File: src/rtl/routing_target_prog.sv
// routing_target_prog: programmable source-ID to return-route lookup table with registered response
module routing_target_prog #(
  parameter int SOURCEWD    = 4,
  parameter int PATHWD      = 7,
  parameter int NUM_ENTRIES = 8,
  parameter int IDXWD       = 3
) (
  input  logic                i_clock,
  input  logic                i_reset_n,
  input  logic                i_cfg_we,
  input  logic [IDXWD-1:0]    i_cfg_idx,
  input  logic [SOURCEWD-1:0] i_cfg_key,
  input  logic [PATHWD-1:0]   i_cfg_path,
  input  logic                i_cfg_valid_bit,
  input  logic                i_cfg_clear,
  input  logic                i_req_valid,
  output logic                o_req_ready,
  input  logic [SOURCEWD-1:0] i_req_source,
  output logic                o_resp_valid,
  input  logic                i_resp_ready,
  output logic [PATHWD-1:0]   o_resp_path,
  output logic                o_resp_miss,
  output logic [15:0]         o_miss_count
);
  logic                r_valid [NUM_ENTRIES];
  logic [SOURCEWD-1:0] r_key   [NUM_ENTRIES];
  logic [PATHWD-1:0]   r_path  [NUM_ENTRIES];
  logic                r_resp_valid;
  logic [PATHWD-1:0]   r_resp_path;
  logic                r_resp_miss;
  logic [15:0]         r_miss_count;
  logic                w_hit;
  logic [PATHWD-1:0]   w_path;
  logic                w_hs;

  assign o_req_ready  = i_reset_n & (~r_resp_valid | i_resp_ready);
  assign w_hs         = i_req_valid & o_req_ready;
  assign o_resp_valid = r_resp_valid;
  assign o_resp_path  = r_resp_path;
  assign o_resp_miss  = r_resp_miss;
  assign o_miss_count = r_miss_count;

  // Associative match; scanning downward lets the lowest matching index win
  always_comb begin
    w_hit  = 1'b0;
    w_path = '0;
    for (int i = NUM_ENTRIES - 1; i >= 0; i--)
      if (r_valid[i] && r_key[i] == i_req_source) begin
        w_hit  = 1'b1;
        w_path = r_path[i];
      end
  end

  // Table storage: clear beats write, out-of-range indices fall through untouched
  always_ff @(posedge i_clock or negedge i_reset_n) begin
    if (!i_reset_n) begin
      for (int i = 0; i < NUM_ENTRIES; i++) begin
        r_valid[i] <= 1'b0;
        r_key[i]   <= '0;
        r_path[i]  <= '0;
      end
    end else begin
      for (int i = 0; i < NUM_ENTRIES; i++) begin
        if (i_cfg_clear) r_valid[i] <= 1'b0;
        else if (i_cfg_we && int'(i_cfg_idx) == i) begin
          r_valid[i] <= i_cfg_valid_bit;
          r_key[i]   <= i_cfg_key;
          r_path[i]  <= i_cfg_path;
        end
      end
    end
  end

  // Response stage: load on handshake, drop valid once consumed with nothing new behind it
  always_ff @(posedge i_clock or negedge i_reset_n) begin
    if (!i_reset_n) begin
      r_resp_valid <= 1'b0;
      r_resp_path  <= '0;
      r_resp_miss  <= 1'b0;
    end else if (w_hs) begin
      r_resp_valid <= 1'b1;
      r_resp_path  <= w_path;
      r_resp_miss  <= ~w_hit;
    end else if (i_resp_ready) r_resp_valid <= 1'b0;
  end

  // Saturating miss counter, zeroed by table clear even when a miss lands the same cycle
  always_ff @(posedge i_clock or negedge i_reset_n) begin
    if (!i_reset_n) r_miss_count <= '0;
    else if (i_cfg_clear) r_miss_count <= '0;
    else if (w_hs && !w_hit && r_miss_count != 16'hFFFF) r_miss_count <= r_miss_count + 16'd1;
  end
endmodule

File: config.mk
export PLATFORM = sky130hd
export DESIGN_NAME = routing_target_prog
export DESIGN_NICKNAME = d
export VERILOG_FILES = /design/src/rtl/routing_target_prog.sv
export SDC_FILE = /design/constraint.sdc
export NUM_CORES = 1
export LEC_CHECK = 0
export ABC_CLOCK_PERIOD_IN_PS = 2300
export BUFFER_PORTS_ARGS = -buffer_cell sky130_fd_sc_hd__buf_2
export CAP_MARGIN = 5
export CELL_PAD_IN_SITES_DETAIL_PLACEMENT = 0
export CELL_PAD_IN_SITES_GLOBAL_PLACEMENT = 1
export CORE_MARGIN = 2
export CORE_UTILIZATION = 45
export CTS_BUF_LIST = sky130_fd_sc_hd__clkbuf_4 sky130_fd_sc_hd__clkbuf_8
export CTS_CLUSTER_SIZE = 25
export DETAILED_ROUTE_END_ITERATION = 7
export HOLD_SLACK_MARGIN = 0.03
export PLACE_DENSITY = 0.79
export SLEW_MARGIN = 30
export SYNTH_ARGS = -nofsm -noshare
export SYNTH_HDL_FRONTEND = slang
export SYNTH_SLANG_ARGS = --single-unit
export TNS_END_PERCENT = 10
File: constraint.sdc
create_clock -name i_clock -period 2.3 [get_ports i_clock]
set_input_delay 0.23 -clock i_clock [delete_from_list [all_inputs] [get_ports i_clock]]
set_output_delay 0.23 -clock i_clock [all_outputs]
set_load 0.01 [all_outputs]
==> flow_summary.ini, run 1 <==
[timing]
tightestPinTransition_ns = 0.821
hold_viol = 0
min_period_ns = 2.29
timing.final.ws_setup_ns = 0.0128
period_share_pct = 99.4
slew_headroom_pct = 45.2
clock.fmax_ghz = 0.437
maxSlewViolCount = 0
finClkSkew_ns = 0.00826
hold-worst-slack_ns = 0.101
setup_viol = 0
rsz0062_at_grt = true
fin_setup_tns_ns = 0

[setup_path]
path_max_fanout = 6
reg2regPathDepth = 6
rrSetupSlack_ns = 0.01
cp.arrival_ns = 2.65
path_class = reg -> reg
required_ns = 2.67
cp-end-kind = register
r2r_end = o_miss_count[11]
reg2reg_from = o_miss_count[11]
critPathLaunchType = register

[clock_tree]
htree_levels = 4
cts_sinks = 121
cts.path.max_buffers = 2
clk_latency_ns = 0.44
cts_inserted_buffers = 17
ctsRootBufferMaster = clkbuf_8
clk_pin_slew_ns = 0.07
cts_tree = done

[global_route]
grt_pass1_wl_um = 22600
grt.total_usage_pct = 22.3
antenna_found_initial = 0
grt_max_degree = 69
grt_pass1_vias = 4265
gr-total-overflow = 0

[worst_hold_path]
hold_end = r_valid[5]
worstHoldPathCells = 3
hold_path_class = in -> reg
min_from = i_cfg_valid_bit

[detailed_routing]
drtAntennaViolNets = 0
drt_iter0_drc = 358
routed-via-count = 4290
viasPerCell = 5.56
drt_pass1_iterations = 4
drc = 0
wire_per_inst_um = 18.7
routed_wirelength_um = 14400

[layout]
fin_cells = 771
post_route_cells_drive_above_1_share_pct = 42.6
regArea_um2 = 3030
area_growth_pct = 22.8
multiInputGateArea_um2 = 2660
antennaDiodeCount = 0
n_fill_cell = 1093
final_util_pct = 56.2
finalNetCount = 613

[yosys]
synth_common_cells = 121 x dfrtp_1, 89 x mux2_2, 31 x nand2_1
ys_seq_area_share_pct = 52.8
yosys.cell_count.top_type = dfrtp_1
synth.avg_cell_area_um2 = 12.0
synthesis.nets = 505
synth_largest_area_cell = dfrtp_1
syn_area_um2 = 5730
ys.flop_type = dfrtp_1
ys_ff_latch = 121
synth_top_area_share_pct = 52.8
synthArstFlopShare_pct = 100
synth-edff-count = 0
synth_warnings = 0
syn_inst = 479
synth_cell_type_count = 45
synth_area_leaders = dfrtp_1 53%, mux2_2 17%, xor2_1 2.3%, nand3_1 2.2%, nand2_1 2.0%

[placement]
post-place-ws_ns = -0.171
hpwl_um = 9350
gp_congestion = 0.832
io_buffers = 50
post-place-cells = 731

[floorplan]
dieHeight_um = 117
fp-row-count = 41
fp.dieW_um = 117
start_util_pct = 45.8
core_area_um2 = 12500
num_io_pins = 51
die_area_um2 = 13700

[job]
drv_cap = 0

[outcome]
status = completed

[pwr]
p_leak_uw = 0.00315
ir_worst_vdd_mv = 0.434
power_density_nw_per_um2 = 771
## metal layers
metal	track usage [%]	vias to the layer above	share of wire, %
met2	35.5	112	49
met1	29.3	2187	44
li1	-	1968	-
met5	0	-	0
met4	9.57	0	1.9
met3	5.66	23	4.9
## worst max path at each step
stage	to	startpoint
after floorplan	o_miss_count[11]	o_miss_count[0]
after global placement	o_miss_count[11]	i_req_source[1]
after detailed placement	o_miss_count[8]	i_req_source[2]
after CTS	o_miss_count[11]	o_miss_count[0]
after global routing	o_resp_path[2]	r_key[4]
final	o_miss_count[11]	o_miss_count[11]
## placed cells by master, fill, tap and decap left out, types with 7 or more instances in the layout
| cell type | netlist | layout |
|---|---|---|
| a221oi_1 | 7 | 7 |
| nand2b_1 | 9 | 9 |
| nor2_1 | 27 | 27 |
| buf_2 | 2 | 49 |
| a21oi_1 | 21 | 20 |
| a221o_1 | 9 | 9 |
| clkbuf_8 | 0 | 20 |
| nand2_1 | 31 | 31 |
| o21ai_0 | 9 | 9 |
| nand3_1 | 25 | 22 |
| a311o_1 | 7 | 7 |
| o221ai_1 | 7 | 7 |
| mux2_2 | 89 | 89 |
| nor3_1 | 7 | 7 |
| buf_4 | 1 | 61 |
| xnor2_1 | 9 | 9 |
| dfrtp_1 | 121 | 121 |
| xor2_1 | 15 | 14 |
## repair_timing
item | CTS | global route
gates resized for setup | 1 | 15
gates cloned | 0 | 2
hold buffers | 1 | 0
setup buffers | 0 | 6
endpoints found under the hold margin | 53 | 0
pin swaps | 0 | 8
setup endpoints to repair | 4 | 13
## cell type report
| type | instances | area share (%) |
|---|---|---|
| clock buffers | 24 | 4.34 |
| flip-flops and latches | 121 | 43.0 |
| clock inverters | 7 | 1.32 |
| multi-input cells | 330 | 37.8 |
| repair buffers | 111 | 10.1 |
| well taps | 172 | 3.06 |
| inverters | 6 | 0.320 |
## metrics by stage
stage / power [µW] / instance area (µm²)
finish: 5420 / 7040
global route: 5700 / 7040
CTS: 5460 / 6900
detailed placement: 3540 / 6490
global placement: 3490 / 6490
floorplan: 3250 / 5750
## flip-flops by register name, summed over array words and instances, names as in the netlist
register,count
r_key,32
o_resp_miss,1
o_miss_count,16
o_resp_path,7
o_resp_valid,1
r_valid,8
r_path,56
## logic make-up (layout without fill, tap and decap cells)
group | after synthesis | count (layout) | share of synthesized area, %
AO/OA/AOI/OAI | 76 | 76 | 10.1
multiplexers | 92 | 92 | 18.0
adder cells (fa/ha/maj) | 1 | 1 | 0.218
XOR/XNOR | 27 | 27 | 4.52
buffers and inverters | 30 | 148 | 2.73
flip-flops | 121 | 121 | 52.8
AND/OR/NAND/NOR | 132 | 134 | 11.6
## critical path, cell delays in order, from the launching register on
cell and delay [ns]:
dfrtp_1 0.38, and3_4 0.19, and3_1 0.19, and3_4 0.20
or4_4 0.55, or4_4 0.57, a21oi_2 0.14
## report_power, final
group	total (µW)	leakage (µW)	switching [µW]	internal, µW
sequential	2730	0.00153	222	2500
combinational	808	0.00142	360	449
clock	1890	0.000199	803	1090
(Power assumes the default switching activity.)
==> run 2: changes to the inputs <==
--- a/config.mk
+++ b/config.mk
@@ -17,6 +17,7 @@
 export DETAILED_ROUTE_END_ITERATION = 7
 export HOLD_SLACK_MARGIN = 0.03
 export PLACE_DENSITY = 0.79
+export REMOVE_ABC_BUFFERS = 1
 export SLEW_MARGIN = 30
 export SYNTH_ARGS = -nofsm -noshare
 export SYNTH_HDL_FRONTEND = slang
==> run 2 against run 1 <==
  * Critical path depth grew 1
  * Design area up 0.30%
  * Combinational power increased by 2%
  * Wire length fell by 1.1%
  * First-iteration DRC count is 1.7% lower
  * Final cell count is 0.39% lower
  * Power up 1.3%
  * Critical endpoint is now o_miss_count[8]
  * Clock power increased by 3%
==> flow_summary.ini, run 2 (same netlist as run 1, synthesis figures left out) <==
[pwr]
power_density_nw_per_um2 = 778
p_leak_uw = 0.00317
ir_worst_vdd_mv = 0.472

[floorplan]
core_area_um2 = 12500
fp-row-count = 41
die_area_um2 = 13700
fp.dieW_um = 117
num_io_pins = 51
start_util_pct = 45.8
dieHeight_um = 117

[setup_path]
path_class = reg -> reg
cp.arrival_ns = 2.59
required_ns = 2.62
reg2regPathDepth = 7
endpoint = o_miss_count[8]
crit_start = r_key[29]
rrSetupSlack_ns = 0.03
cp-end-kind = register
r2r_end = o_miss_count[8]
path_max_fanout = 6
critPathLaunchType = register
reg2reg_from = r_key[29]

[layout]
top_register = r_path
finalNetCount = 610
largest_reg_flops = 56
antennaDiodeCount = 0
final_util_pct = 56.4
multiInputGateArea_um2 = 2670
final_common_cell = dfrtp_1
area_growth_pct = 23.2
post_route_cells_drive_above_1_share_pct = 42.4
n_fill_cell = 1125
mostFrequentLayoutCells = 121 x dfrtp_1, 89 x mux2_2, 54 x buf_4
regArea_um2 = 3030
fin_cells = 768

[placement]
hpwl_um = 9420
io_buffers = 50
post-place-cells = 731
post-place-ws_ns = -0.207
gp_congestion = 0.832

[clock_tree]
cts_sinks = 121
clk_pin_slew_ns = 0.07
ctsRootBufferMaster = clkbuf_8
htree_levels = 4
cts_inserted_buffers = 17
cts_tree = done
clk_latency_ns = 0.43
cts.path.max_buffers = 2

[global_route]
grt_pass1_vias = 4310
antenna_found_initial = 0
grt_max_degree = 70
grt.total_usage_pct = 22.3
gr-total-overflow = 0
grt_pass1_wl_um = 22500

[timing]
finClkSkew_ns = 0.00871
maxSlewViolCount = 0
setup_viol = 0
hold_viol = 0
tightestPinTransition_ns = 0.726
min_period_ns = 2.27
rsz0062_at_grt = true
hold-worst-slack_ns = 0.106
period_share_pct = 98.6
clock.fmax_ghz = 0.441
timing.final.ws_setup_ns = 0.0317
slew_headroom_pct = 51.4

[outcome]
status = completed

[job]
drv_cap = 0

[detailed_routing]
drc = 0
drtAntennaViolNets = 0
wire_per_inst_um = 18.6
drt_iter0_drc = 352
drt_pass1_iterations = 5
viasPerCell = 5.57
routed_wirelength_um = 14300
routed-via-count = 4280

[worst_hold_path]
hold_path_class = in -> reg
run 2: changes by cell type in the layout (fill, tap and decap cells not counted), sizes merged:
cell / before / now
clkinvlp: 3 / 0
buf: 110 / 106
clkinv: 2 / 7
dlygate4sd3: 1 / 2
clkbuf: 24 / 21
bufinv: 2 / 3
run 2: worst min-delay path by stage:
stage                          from         endpoint  slack [ns]  cells after the start
finish              i_cfg_valid_bit       r_valid[5]        0.11                      3
global route        i_cfg_valid_bit       r_valid[5]        0.10                      3
CTS                 i_cfg_valid_bit       r_valid[5]        0.08                      3
detailed placement        i_reset_n     o_resp_valid        0.49                      2
global placement        i_cfg_clear       r_valid[1]        0.47                      2
floorplan                 i_reset_n  o_miss_count[0]       -0.07                      0
run 2: layout make-up:
| type | instances | share of cell area, % |
|---|---|---|
| repair buffers | 108 | 10.2 |
| multi-input cells | 330 | 37.8 |
| well taps | 172 | 3.05 |
| flip-flops and latches | 121 | 42.9 |
| inverters | 6 | 0.319 |
| clock buffers | 21 | 3.92 |
| clock inverters | 10 | 1.77 |
run 2: timing repair:
item                                   in CTS  in global routing
resized for setup                           6                 15
pin swaps                                   2                  8
gates cloned                                1                  1
endpoints found under the hold margin      11                  0
setup buffers                               0                  2
setup endpoints to repair                  14                 11
hold buffers                                2                  0
run 2: per-stage QoR:
| step | TNS (ns) | area (µm²) | total power [µW] |
|---|---|---|---|
| 2_1_floorplan | -3.05 | 5600 | 3210 |
| 3_3_place_gp | -0.803 | 6490 | 3490 |
| 3_5_place_dp | -1.40 | 6490 | 3550 |
| 4_1_cts | -0.0119 | 6950 | 5500 |
| 5_1_grt | -0.0859 | 7060 | 5740 |
| 6_report | 0 | 7060 | 5490 |
run 2: where the power goes:
part / switching, µW / internal [µW]
Clock: 814 / 1130
Combinational: 358 / 463
Sequential: 221 / 2500
run 2: critical path: stages, from the launching register on:
cell	delay, ns
dfrtp_1	0.41
xor2_2	0.14
nor3_2	0.09
a31oi_4	0.18
o311ai_4	0.15
or4_4	0.57
nor4_1	0.24
mux2_2	0.37
run 2: routing by layer:
layer	GRT usage, %	up-vias	routed length, µm	share of wire, %
met5	0	-	0	0
met4	8.31	0	273	1.9
met3	6.23	20	777	5.4
met2	36.8	118	7100	50
met1	28.2	2164	6140	43
li1	-	1978	-	-
